--- config.mk ---
export PLATFORM = sky130hd
export DESIGN_NAME = record_manager_fsm
export DESIGN_NICKNAME = d
export VERILOG_FILES = /design/src/rtl/record_manager_fsm.sv
export SDC_FILE = /design/constraint.sdc
export NUM_CORES = 1
export LEC_CHECK = 0
export ABC_AREA = 1
export CORE_ASPECT_RATIO = 1.2
export CORE_MARGIN = 3
export CORE_UTILIZATION = 45
export DETAILED_ROUTE_END_ITERATION = 16
export PLACE_DENSITY = 0.69
export SLEW_MARGIN = 5
export SYNTH_ARGS = -nofsm -noshare
export SYNTH_HDL_FRONTEND = slang
export SYNTH_SLANG_ARGS = --single-unit
--- constraint.sdc ---
create_clock -name CLK_50MHZ -period 1.6 [get_ports CLK_50MHZ]
set_clock_uncertainty 0.05 [all_clocks]
set_input_delay 0.16 -clock CLK_50MHZ [delete_from_list [all_inputs] [get_ports CLK_50MHZ]]
set_output_delay 0.16 -clock CLK_50MHZ [all_outputs]
set_load 0.02 [all_outputs]
--- src/rtl/record_manager_fsm.sv ---
// ---------------------------------------------------------------------------
// record_manager_fsm
//   Collects REC_LEN words from an RS receiver into a record buffer, then
//   writes them one word at a time to a flash controller, waiting for the
//   flash acknowledge after each write. Repeats for NUM_REC records, then
//   halts in STOP. Generates linear flash addresses from BASE_ADDR and
//   flags words that arrive when the FSM is not ready to take them.
//
//   Optional feature macro: FL_TIMEOUT_EN
//     defined   : a per-word ack timeout of TIMEOUT_CYC cycles leads to ERROR
//     undefined : WAITING_FL waits indefinitely, ERR is tied low
//
// Ports:
//   CLK_50MHZ  in   1       system clock
//   RST        in   1       asynchronous active-high reset
//   RS_DONE    in   1       one-cycle strobe, RS_DATA valid
//   RS_DATA    in   DATA_W  received word
//   FL_STATUS  in   1       flash write acknowledge (sampled each cycle)
//   FL_WE      out  1       one-cycle flash write strobe
//   FL_ADDR    out  ADDR_W  flash write address, valid with FL_WE
//   FL_DATA    out  DATA_W  flash write data, valid with FL_WE
//   STATE      out  3       current state encoding
//   DONE       out  1       high while in STOP
//   OVERRUN    out  1       sticky: RS_DONE seen outside WAITING_RS
//   ERR        out  1       sticky: flash ack timeout
// ---------------------------------------------------------------------------
module record_manager_fsm #(
  parameter int DATA_W      = 8,
  parameter int REC_LEN     = 4,
  parameter int NUM_REC     = 16,
  parameter int ADDR_W      = 8,
  parameter int BASE_ADDR   = 0,
  parameter int TIMEOUT_CYC = 1000
) (
  input  logic              CLK_50MHZ,
  input  logic              RST,
  input  logic              RS_DONE,
  input  logic [DATA_W-1:0] RS_DATA,
  input  logic              FL_STATUS,
  output logic              FL_WE,
  output logic [ADDR_W-1:0] FL_ADDR,
  output logic [DATA_W-1:0] FL_DATA,
  output logic [2:0]        STATE,
  output logic              DONE,
  output logic              OVERRUN,
  output logic              ERR
);

  localparam int IDX_W = (REC_LEN > 1) ? $clog2(REC_LEN) : 1;
  localparam int REC_W = (NUM_REC > 1) ? $clog2(NUM_REC) : 1;

  localparam logic [IDX_W-1:0]  LAST_IDX = IDX_W'(REC_LEN - 1);
  localparam logic [REC_W-1:0]  LAST_REC = REC_W'(NUM_REC - 1);
  localparam logic [ADDR_W-1:0] BASE     = ADDR_W'(BASE_ADDR);

  typedef enum logic [2:0] {
    S_IDLE     = 3'd0,
    S_WAIT_RS  = 3'd1,
    S_READ_RS  = 3'd2,
    S_WRITE_FL = 3'd3,
    S_WAIT_FL  = 3'd4,
    S_STOP     = 3'd5,
    S_ERROR    = 3'd6
  } state_e;

  state_e              state_q;
  logic [IDX_W-1:0]    rd_idx_q;
  logic [IDX_W-1:0]    wr_idx_q;
  logic [REC_W-1:0]    rec_cnt_q;
  logic [ADDR_W-1:0]   addr_q;
  logic                fl_we_q;
  logic [DATA_W-1:0]   fl_data_q;
  logic                done_q;
  logic                overrun_q;
  logic [DATA_W-1:0]   rec_buf [REC_LEN];

  logic                buf_we_s;
  logic                ack_s;

`ifdef FL_TIMEOUT_EN
  localparam int TMO_W = (TIMEOUT_CYC > 1) ? $clog2(TIMEOUT_CYC) : 1;
  localparam logic [TMO_W-1:0] LAST_TMO = TMO_W'(TIMEOUT_CYC - 1);
  logic [TMO_W-1:0]    tmo_cnt_q;
  logic                err_q;
`endif

  // A word is accepted only while waiting for one.
  assign buf_we_s = (state_q == S_WAIT_RS) && RS_DONE;
  // The ack is ignored on the write-strobe cycle itself.
  assign ack_s    = FL_STATUS && !fl_we_q;

  // Record buffer: plain storage, contents are don't-care after reset.
  always_ff @(posedge CLK_50MHZ) begin
    if (buf_we_s) begin
      rec_buf[rd_idx_q] <= RS_DATA;
    end
  end

  // Main controller: state, indices, address and registered outputs.
  always_ff @(posedge CLK_50MHZ or posedge RST) begin
    if (RST) begin
      state_q   <= S_IDLE;
      rd_idx_q  <= '0;
      wr_idx_q  <= '0;
      rec_cnt_q <= '0;
      addr_q    <= BASE;
      fl_we_q   <= 1'b0;
      fl_data_q <= '0;
      done_q    <= 1'b0;
      overrun_q <= 1'b0;
`ifdef FL_TIMEOUT_EN
      tmo_cnt_q <= '0;
      err_q     <= 1'b0;
`endif
    end else begin
      fl_we_q <= 1'b0;
      // Words arriving while busy are dropped and flagged.
      if (RS_DONE && (state_q != S_WAIT_RS)) begin
        overrun_q <= 1'b1;
      end
      case (state_q)
        S_IDLE: begin
          state_q <= S_WAIT_RS;
        end
        S_WAIT_RS: begin
          if (RS_DONE) begin
            state_q <= S_READ_RS;
          end
        end
        S_READ_RS: begin
          if (rd_idx_q == LAST_IDX) begin
            rd_idx_q <= '0;
            wr_idx_q <= '0;
            state_q  <= S_WRITE_FL;
          end else begin
            rd_idx_q <= rd_idx_q + 1'b1;
            state_q  <= S_WAIT_RS;
          end
        end
        S_WRITE_FL: begin
          fl_we_q   <= 1'b1;
          fl_data_q <= rec_buf[wr_idx_q];
`ifdef FL_TIMEOUT_EN
          tmo_cnt_q <= '0;
`endif
          state_q   <= S_WAIT_FL;
        end
        S_WAIT_FL: begin
          if (ack_s) begin
            addr_q <= addr_q + 1'b1;
            if (wr_idx_q == LAST_IDX) begin
              if (rec_cnt_q == LAST_REC) begin
                done_q  <= 1'b1;
                state_q <= S_STOP;
              end else begin
                rec_cnt_q <= rec_cnt_q + 1'b1;
                state_q   <= S_WAIT_RS;
              end
            end else begin
              wr_idx_q <= wr_idx_q + 1'b1;
              state_q  <= S_WRITE_FL;
            end
          end
`ifdef FL_TIMEOUT_EN
          // An ack on the final allowed cycle takes priority over the timeout.
          else if (tmo_cnt_q == LAST_TMO) begin
            err_q   <= 1'b1;
            state_q <= S_ERROR;
          end else begin
            tmo_cnt_q <= tmo_cnt_q + 1'b1;
          end
`endif
        end
        S_STOP: begin
          done_q  <= 1'b1;
          state_q <= S_STOP;
        end
        S_ERROR: begin
          state_q <= S_ERROR;
        end
        default: begin
          state_q <= S_IDLE;
        end
      endcase
    end
  end

  assign FL_WE   = fl_we_q;
  assign FL_ADDR = addr_q;
  assign FL_DATA = fl_data_q;
  assign STATE   = state_q;
  assign DONE    = done_q;
  assign OVERRUN = overrun_q;
`ifdef FL_TIMEOUT_EN
  assign ERR     = err_q;
`else
  assign ERR     = 1'b0;
`endif

endmodule
[Word-level counts from Yosys, hierarchy flattened]
Memory sizes are Yosys's and may differ from the RTL's. A register that Yosys moved wholly into a read port is not among the register bits.
Index checks and enable logic that the tools add are counted.
Operators by class
  $add $sub $neg: 4
  equality and inequality tests: 16
  multiplexer cells: 18
  bitwise gates (word level): 1
  reduce and logical (&&, ||, !) cells: 12
Operators with widths (number)
  one-hot mux 3 bit (7 select lines): 1
  2-to-1 mux 3 bit: 4
  inequality test 2 bit (second input constant): 6
  AND reduction 4 bit: 3
  2-to-1 mux 2 bit: 5
  == test 3 bit (second input constant): 3
  adder 8 x 1 -> 8 bit (second input constant): 1
  == test 3 x 2 -> 1 bit (second input constant): 2
  2-to-1 mux 1 bit: 6
  adder 2 x 1 -> 2 bit (second input constant): 2
  adder 4 x 1 -> 4 bit (second input constant): 1
  == test 2 bit (second input constant): 2
  == test 4 bit (second input constant): 1
  one-hot mux 2 bit (2 select lines): 1
  AND reduction 2 bit: 2
  nonzero test 2 bit: 2
  == test 3 x 1 -> 1 bit (second input constant): 1
  logical AND 1 bit: 3
  logical NOT 3 bit: 1
  inequality test 3 x 1 -> 1 bit (second input constant): 1
  one-hot mux 1 bit (2 select lines): 1
  logical NOT 1 bit: 1
  NOT 1 bit: 1
Word-level totals
  register bits: 22
  bits in writable memories: 32
  input port bits: 12
  output and inout port bits: 23
  logic and storage cells: 60
  memories kept: 1
Memory list
  rec_buf: words 4, bits a word 8, rd ports 1, clocked after Yosys merged registers in 1, wr ports 1, RTL line 75  | logic [DATA_W-1:0] rec_buf [REC_LEN];

[Logic depth before layout (Yosys ltp)]
Gate-level depths: netlist of run 1.
  depth after elaboration: 5
  depth in mapped cells: 8
  mapped depth without buffers: 8

[Worst setup path before layout of run 1]
Ideal clock, no wire load.
  path kind: register to register
  from: reg state_q[2] (netlist: STATE[2])
  to: mem rec_buf[0][0], enable pin
  setup time: 0.371 ns
  arrival: 1.230 ns
  data required time: 1.179 ns
  path slack: -0.051 ns
  stages on the path, launching flop included: 4
  path buffers: 0
  period minus slack after synthesis: 1.651 ns
  cell sequence: dfrtp_1 -> inv_1 -> nand4_1 -> nor2_1
Between the ends
  longest elaborated chain between the ends: 4
Ends and longest elaborated chain
  start, declared: RTL line 66  | state_e state_q;
  start signal, assigned: RTL line 102  | state_q <= S_IDLE;
  start signal, assigned: RTL line 123  | state_q <= S_WAIT_RS;
  start signal, assigned: RTL line 127  | state_q <= S_READ_RS;
  == test 3 x 1 -> 1 bit: RTL line 88  | assign buf_we_s = (state_q == S_WAIT_RS) && RS_DONE;
  logical AND 1 bit: RTL line 88
  2-to-1 mux 1 bit: RTL line 94  | if (buf_we_s) begin
  2-to-1 mux 1 bit (implied by the code): RTL line 95  | rec_buf[rd_idx_q] <= RS_DATA;
  end, declared: RTL line 75
No other way between the ends.

[Worst setup path after layout of run 1]
  from: reg fl_data_q[2] (netlist: FL_DATA[2]), read port of rec_buf
  to: out FL_DATA[2]
RTL lines
  start, declared: RTL line 72  | logic [DATA_W-1:0] fl_data_q;
  end, declared: RTL line 42  | output logic [DATA_W-1:0] FL_DATA,
No word-level cell between the ends.

==> flow_metrics.py, run 1 <==
metrics = {
    "floorplanning": {
        "start_util_pct": 48.1,
        "core_mm2": 0.00586,
        "dieHeight_um": 92.6,
        "rows": 30,
        "die_area_mm2": 0.00724,
        "die_x_um": 78.2,
        "io_pins": 35,
    },
    "synthesis": {
        "synth_top_area_share_pct": 34.1,
        "avgSynthCellArea_um2": 9.67,
        "synth_area_leader_cell": "edfxtp_1",
        "synth.distinct_cells": 28,
        "synthCells": 291,
        "ys_top_cells_by_area": "edfxtp_1, dfrtp_1, nand2_1, nor2_1, o21ai_0",
        "syn-num-nets": 310,
        "ys_seq_elements": 62,
        "synth_warnings": 0,
        "seq_area_frac_synth_pct": 60.8,
        "syn-cell-area_mm2": 0.00281,
    },
    "power_and_ir_drop": {
        "finalPower_uw": 5640,
        "leakagePower_uw": 0.00164,
        "vdd_drop_max_mv": 0.949,
        "cellPowerDensity_mw_per_mm2": 1600,
    },
    "route": {
        "drt_first_iter_violations": 48,
        "via_per_inst": 4.90,
        "first_pass_iters": 4,
        "vias": 2086,
        "antenna_left": 0,
        "drcViolationCount": 0,
        "wl_um": 5760,
        "post_drt_wl_per_cell_um": 13.5,
    },
    "cts": {
        "cts_buffers": 9,
        "clkSinkCount": 62,
        "clk_latency_ns": 0.35,
        "cts_buffer_depth": 2,
        "ctsHoldBuffers": 0,
        "cts_tree": "yes",
        "cts_htree_levels": 3,
        "cts_root_buf": "clkbuf_8",
        "clk_pin_slew_worst_paths_ns": 0.08,
    },
    "critical_path": {
        "cp_cell_sequence": "clkdlybuf4s50_1",
        "cp-startpoint": "FL_DATA[2]$_DFFE_PP0P_",
        "reg2reg_slack_ns": 0.14,
        "rr_endpoint": "rec_buf[3][6]$_DFFE_PP_",
        "start_kind": "flip-flop",
        "arrival_ns": 1.34,
        "cp_max_fo": 2,
        "slowest_delay_ns": 0.61,
        "cpLargestDelayFamily": "buffers and inverters",
        "slowest_stage": "clkdlybuf4s50_1",
        "r2r_cells": 4,
        "crit_path_end_kind": "output port",
        "required_ns": 1.39,
        "cp_num_buf_inv": 1,
        "r2r-start": "STATE[2]$_DFFE_PP0P_",
        "critPathKind": "reg2out",
    },
    "layout": {
        "layout_commonest_cell": "nand2_1",
        "final_nets": 360,
        "n_antenna_cell": 0,
        "fin_util_pct": 60.0,
        "filler_cell_count": 517,
        "final_cell_mix": "nand2_1, nor2_1, edfxtp_1, dfrtp_1, clkdlybuf4s50_1",
        "area_growth_pct": 24.9,
        "fin_area_mm2": 0.00352,
        "drive_above_1_share_pct": 12.7,
    },
    "global_route": {
        "grt_pass1_vias": 2140,
        "grt_max_degree": 31,
        "antenna_found_initial": 0,
        "grt-ovfl-total": 0,
        "grt_pass1_wl_um": 9860,
        "grtUsageTotal_pct": 18.1,
    },
    "timing": {
        "post-route-min-period_ns": 1.55,
        "fin_crit_sh_pct": 96.8,
        "rsz0062_at_grt": "false",
        "max_freq_mhz": 646,
        "setup_violations": 0,
        "drv_slew": 0,
        "hold_violations": 0,
    },
    "placement": {
        "place_area_mm2": 0.00330,
        "gp_routability_congestion": 0.776,
        "io_buffers": 33,
        "dp_hpwl_um": 4220,
    },
    "hold_path": {
        "hold_class": "in2async",
    },
    "job": {
        "maxCapViolations": 0,
    },
    "outcome": {
        "outcome": "finished clean",
    },
}
## Yosys cell counts, drive strengths merged
| library cell | n |
|---|---|
| nor3 | 1 |
| o21a | 1 |
| nand3 | 15 |
| a21oi | 1 |
| xor2 | 3 |
| edfxtp | 32 |
| inv | 26 |
| a21o | 1 |
| buf | 7 |
| nor2 | 44 |
| nand3b | 1 |
| conb | 1 |
| clkinv | 1 |
| xnor2 | 3 |
| dfrtp | 30 |
| ha | 7 |
| o21ai | 19 |
| nand2 | 93 |
| nand4 | 5 |
## power breakdown
| part | switching (uW) | internal [uW] |
|---|---|---|
| sequential | 222 | 2000 |
| combinational | 1160 | 732 |
| clock | 645 | 881 |
## tightest hold or removal path, cell delays in order
cell             delay [ns]
clkdlybuf4s50_1        0.39
inv_1                  0.05
buf_4                  0.35
## stage by stage
step / hold WS, ns / setup TNS, ns / cells / worst slack [ns]
2_1_floorplan: 0.201 / -1.63 / 291 / -0.0510
3_3_place_gp: 0.390 / 0 / 410 / 0.0464
3_5_place_dp: 0.400 / 0 / 410 / 0.0449
4_1_cts: 0.144 / 0 / 426 / 0.00580
5_1_grt: 0.168 / 0 / 426 / 0.00164
6_report: 0.130 / 0 / 426 / 0.0519
## cell type report
class | count | area, um^2 | area share (%)
Multi-Input combinational cell | 195 | 947 | 26.9
Timing Repair Buffer | 46 | 432 | 12.3
Inverter | 27 | 103 | 2.92
Clock inverter | 7 | 98.8 | 2.81
Tap cell | 80 | 100 | 2.85
Sequential cell | 62 | 1710 | 48.7
Clock buffer | 9 | 124 | 3.52
## logic make-up after synthesis
| logic type | Yosys count | synth area share [%] |
|---|---|---|
| and+or+nand+nor | 159 | 24.2 |
| other | 1 | 0.133 |
| buffers and inverters | 34 | 5.51 |
| xor gates and xnor gates | 6 | 2.13 |
| AOI/OAI and AO/OA | 22 | 4.09 |
| DFF | 62 | 60.8 |
| adders and majority gates | 7 | 3.11 |
## routing by layer
metal / global-route usage (%) / part of all wire [%] / vias to the layer above
met5: 0 / 0 / -
met2: 32.1 / 53 / 45
met3: 4.09 / 3.4 / 13
met4: 10.6 / 3.0 / 0
met1: 19.6 / 40 / 994
li1: - / - / 1034
## what timing repair did
item,CTS,global route
setup buffers,0,0
setup endpoints to repair,9,1
resized for setup,9,1
endpoints found under the hold margin,0,0
## state kept, by name (all words and copies together), names as in the netlist
signal and flops:
wr_idx_q 2, OVERRUN 1, STATE 3, FL_DATA 8, rd_idx_q 2, DONE 1, FL_ADDR 8, rec_cnt_q 4
FL_WE 1, rec_buf 32
## worst max path at each step
| stage | to | slack [ns] | cells after the start |
|---|---|---|---|
| floorplan | rec_buf[0][0]$_DFFE_PP_ | -0.05 | 3 |
| global placement | rec_buf[2][7]$_DFFE_PP_ | 0.05 | 4 |
| detailed placement | rec_buf[2][3]$_DFFE_PP_ | 0.04 | 4 |
| CTS | FL_ADDR[7] | 0.006 | 1 |
| global route | FL_DATA[2] | 0.002 | 1 |
| finish | FL_DATA[2] | 0.05 | 1 |
No activity file was read; power rests on OpenSTA's default activity.
==> run 2, diff against run 1 <==
Settings changed: CORE_UTILIZATION 45 to 49, PLACE_DENSITY 0.69 to 0.75.
==> flow_metrics.py, run 2 (synthesis gave the netlist of run 1 again) <==
metrics = {
    "outcome": {
        "outcome": "finished clean",
    },
    "power_and_ir_drop": {
        "vdd_drop_max_mv": 0.985,
        "cellPowerDensity_mw_per_mm2": 1620,
        "leakagePower_uw": 0.00163,
        "finalPower_uw": 5620,
    },
    "cts": {
        "post-cts-setup-buffers": 0,
        "clk_pin_slew_worst_paths_ns": 0.07,
        "ctsHoldBuffers": 0,
        "cts_htree_levels": 3,
        "cts_tree": "yes",
        "clk_latency_ns": 0.34,
        "clkSinkCount": 62,
        "cts_buffers": 9,
        "cts_root_buf": "clkbuf_8",
        "cts_buffer_depth": 2,
    },
    "critical_path": {
        "start_kind": "flip-flop",
        "slowest_delay_ns": 0.61,
        "cp_cell_sequence": "clkdlybuf4s50_1",
        "r2r_cells": 4,
        "r2r-start": "STATE[2]$_DFFE_PP0P_",
        "slowest_stage": "clkdlybuf4s50_1",
        "critPathKind": "reg2out",
        "crit_path_end_kind": "output port",
        "arrival_ns": 1.32,
        "rr_endpoint": "rec_buf[0][7]$_DFFE_PP_",
        "cp_num_buf_inv": 1,
        "reg2reg_slack_ns": 0.12,
        "cp.depth": 1,
        "required_ns": 1.39,
        "cpLargestDelayFamily": "buffers and inverters",
        "cp_max_fo": 2,
    },
    "route": {
        "vias": 2053,
        "via_per_inst": 5.08,
        "antenna_left": 0,
        "drt_first_iter_violations": 72,
        "met2_length_um": 2740,
        "post_drt_wl_per_cell_um": 13.8,
        "first_pass_iters": 4,
        "wl_um": 5590,
        "met1_length_um": 2470,
        "top_layer": "met4",
        "met3_length_um": 227,
        "drcViolationCount": 0,
    },
    "job": {
        "maxCapViolations": 0,
    },
    "layout": {
        "regMostFlops": "rec_buf",
        "fin_area_mm2": 0.00347,
        "drive_above_1_share_pct": 12.0,
        "largest_reg_flops": 32,
        "fin_util_pct": 64.2,
        "final_cells": 404,
        "final_nets": 356,
        "final_cell_mix": "nand2_1, nor2_1, edfxtp_1, dfrtp_1, clkdlybuf4s50_1",
        "layout_commonest_cell": "nand2_1",
        "area_growth_pct": 23.3,
        "n_antenna_cell": 0,
    },
    "timing": {
        "rsz0062_at_grt": "false",
        "hold_violations": 0,
        "max_freq_mhz": 654,
        "drv_slew": 0,
        "setup_violations": 0,
        "hold_slack_ns": 0.138,
        "post-route-min-period_ns": 1.53,
        "fin_crit_sh_pct": 95.5,
    },
    "global_route": {
        "grtUsageTotal_pct": 18.7,
        "grt-ovfl-total": 0,
        "grt_pass1_wl_um": 9030,
        "grt_max_degree": 31,
        "antenna_found_initial": 0,
        "grt_pass1_vias": 2021,
    },
    "placement": {
        "place_area_mm2": 0.00325,
        "gp_routability_congestion": 0.803,
        "dp_hpwl_um": 3880,
        "dp_cells": 388,
        "io_buffers": 33,
    },
    "floorplanning": {
        "start_util_pct": 52.0,
        "core_mm2": 0.00541,
        "io_pins": 35,
        "die_area_mm2": 0.00669,
        "die_x_um": 75.2,
        "dieHeight_um": 89.0,
        "rows": 29,
    },
    "hold_path": {
        "hold_class": "in2async",
    },
}
==> run 2: per-layer routing <==
| layer | vias to the layer above | GRT usage (%) |
|---|---|---|
| li1 | 1030 | - |
| met1 | 958 | 21.2 |
| met2 | 51 | 31.9 |
| met3 | 14 | 3.94 |
| met4 | 0 | 11.3 |
| met5 | - | 0 |
==> run 2: metrics by stage <==
step           worst slack, ns  setup TNS [ns]
4_1_cts                0.00537               0
3_5_place_dp            0.0402               0
5_1_grt                0.00780               0
3_3_place_gp            0.0685               0
6_report                0.0712               0
2_1_floorplan          -0.0510           -1.63
==> run 2: layout make-up <==
type | instances | area [um^2]
tap | 62 | 77.6
inverter | 27 | 103
sequential | 62 | 1710
timing repair buffer | 42 | 405
clock buffer | 12 | 155
fill | 424 | 1940
multi-input combinational | 195 | 947
clock inverter | 4 | 70.1
==> run 2: timing repair <==
item / 4_1_cts / 5_1_grt
setup endpoints to repair: 8 / 34
gates cloned: 0 / 0
resized for setup: 9 / 3
pin swaps: 0 / 1
==> run 2: power by group <==
group	internal (uW)	switching (uW)	total [uW]	leakage, uW
Sequential	2000	246	2250	0.000666
Clock	957	598	1550	0.000116
Combinational	697	1120	1820	0.000851
Total	3660	1970	5620	0.00163
==> run 2: how the worst max path moves through the flow <==
stage / startpoint / to
floorplan: STATE[2]$_DFFE_PP0P_ / rec_buf[0][0]$_DFFE_PP_
detailed placement: RS_DONE / rec_buf[0][1]$_DFFE_PP_
global route: FL_DATA[6]$_DFFE_PP0P_ / FL_DATA[6]
CTS: FL_ADDR[1]$_DFFE_PP0P_ / FL_ADDR[1]
finish: FL_DATA[6]$_DFFE_PP0P_ / FL_DATA[6]
global placement: RS_DONE / rec_buf[2][2]$_DFFE_PP_
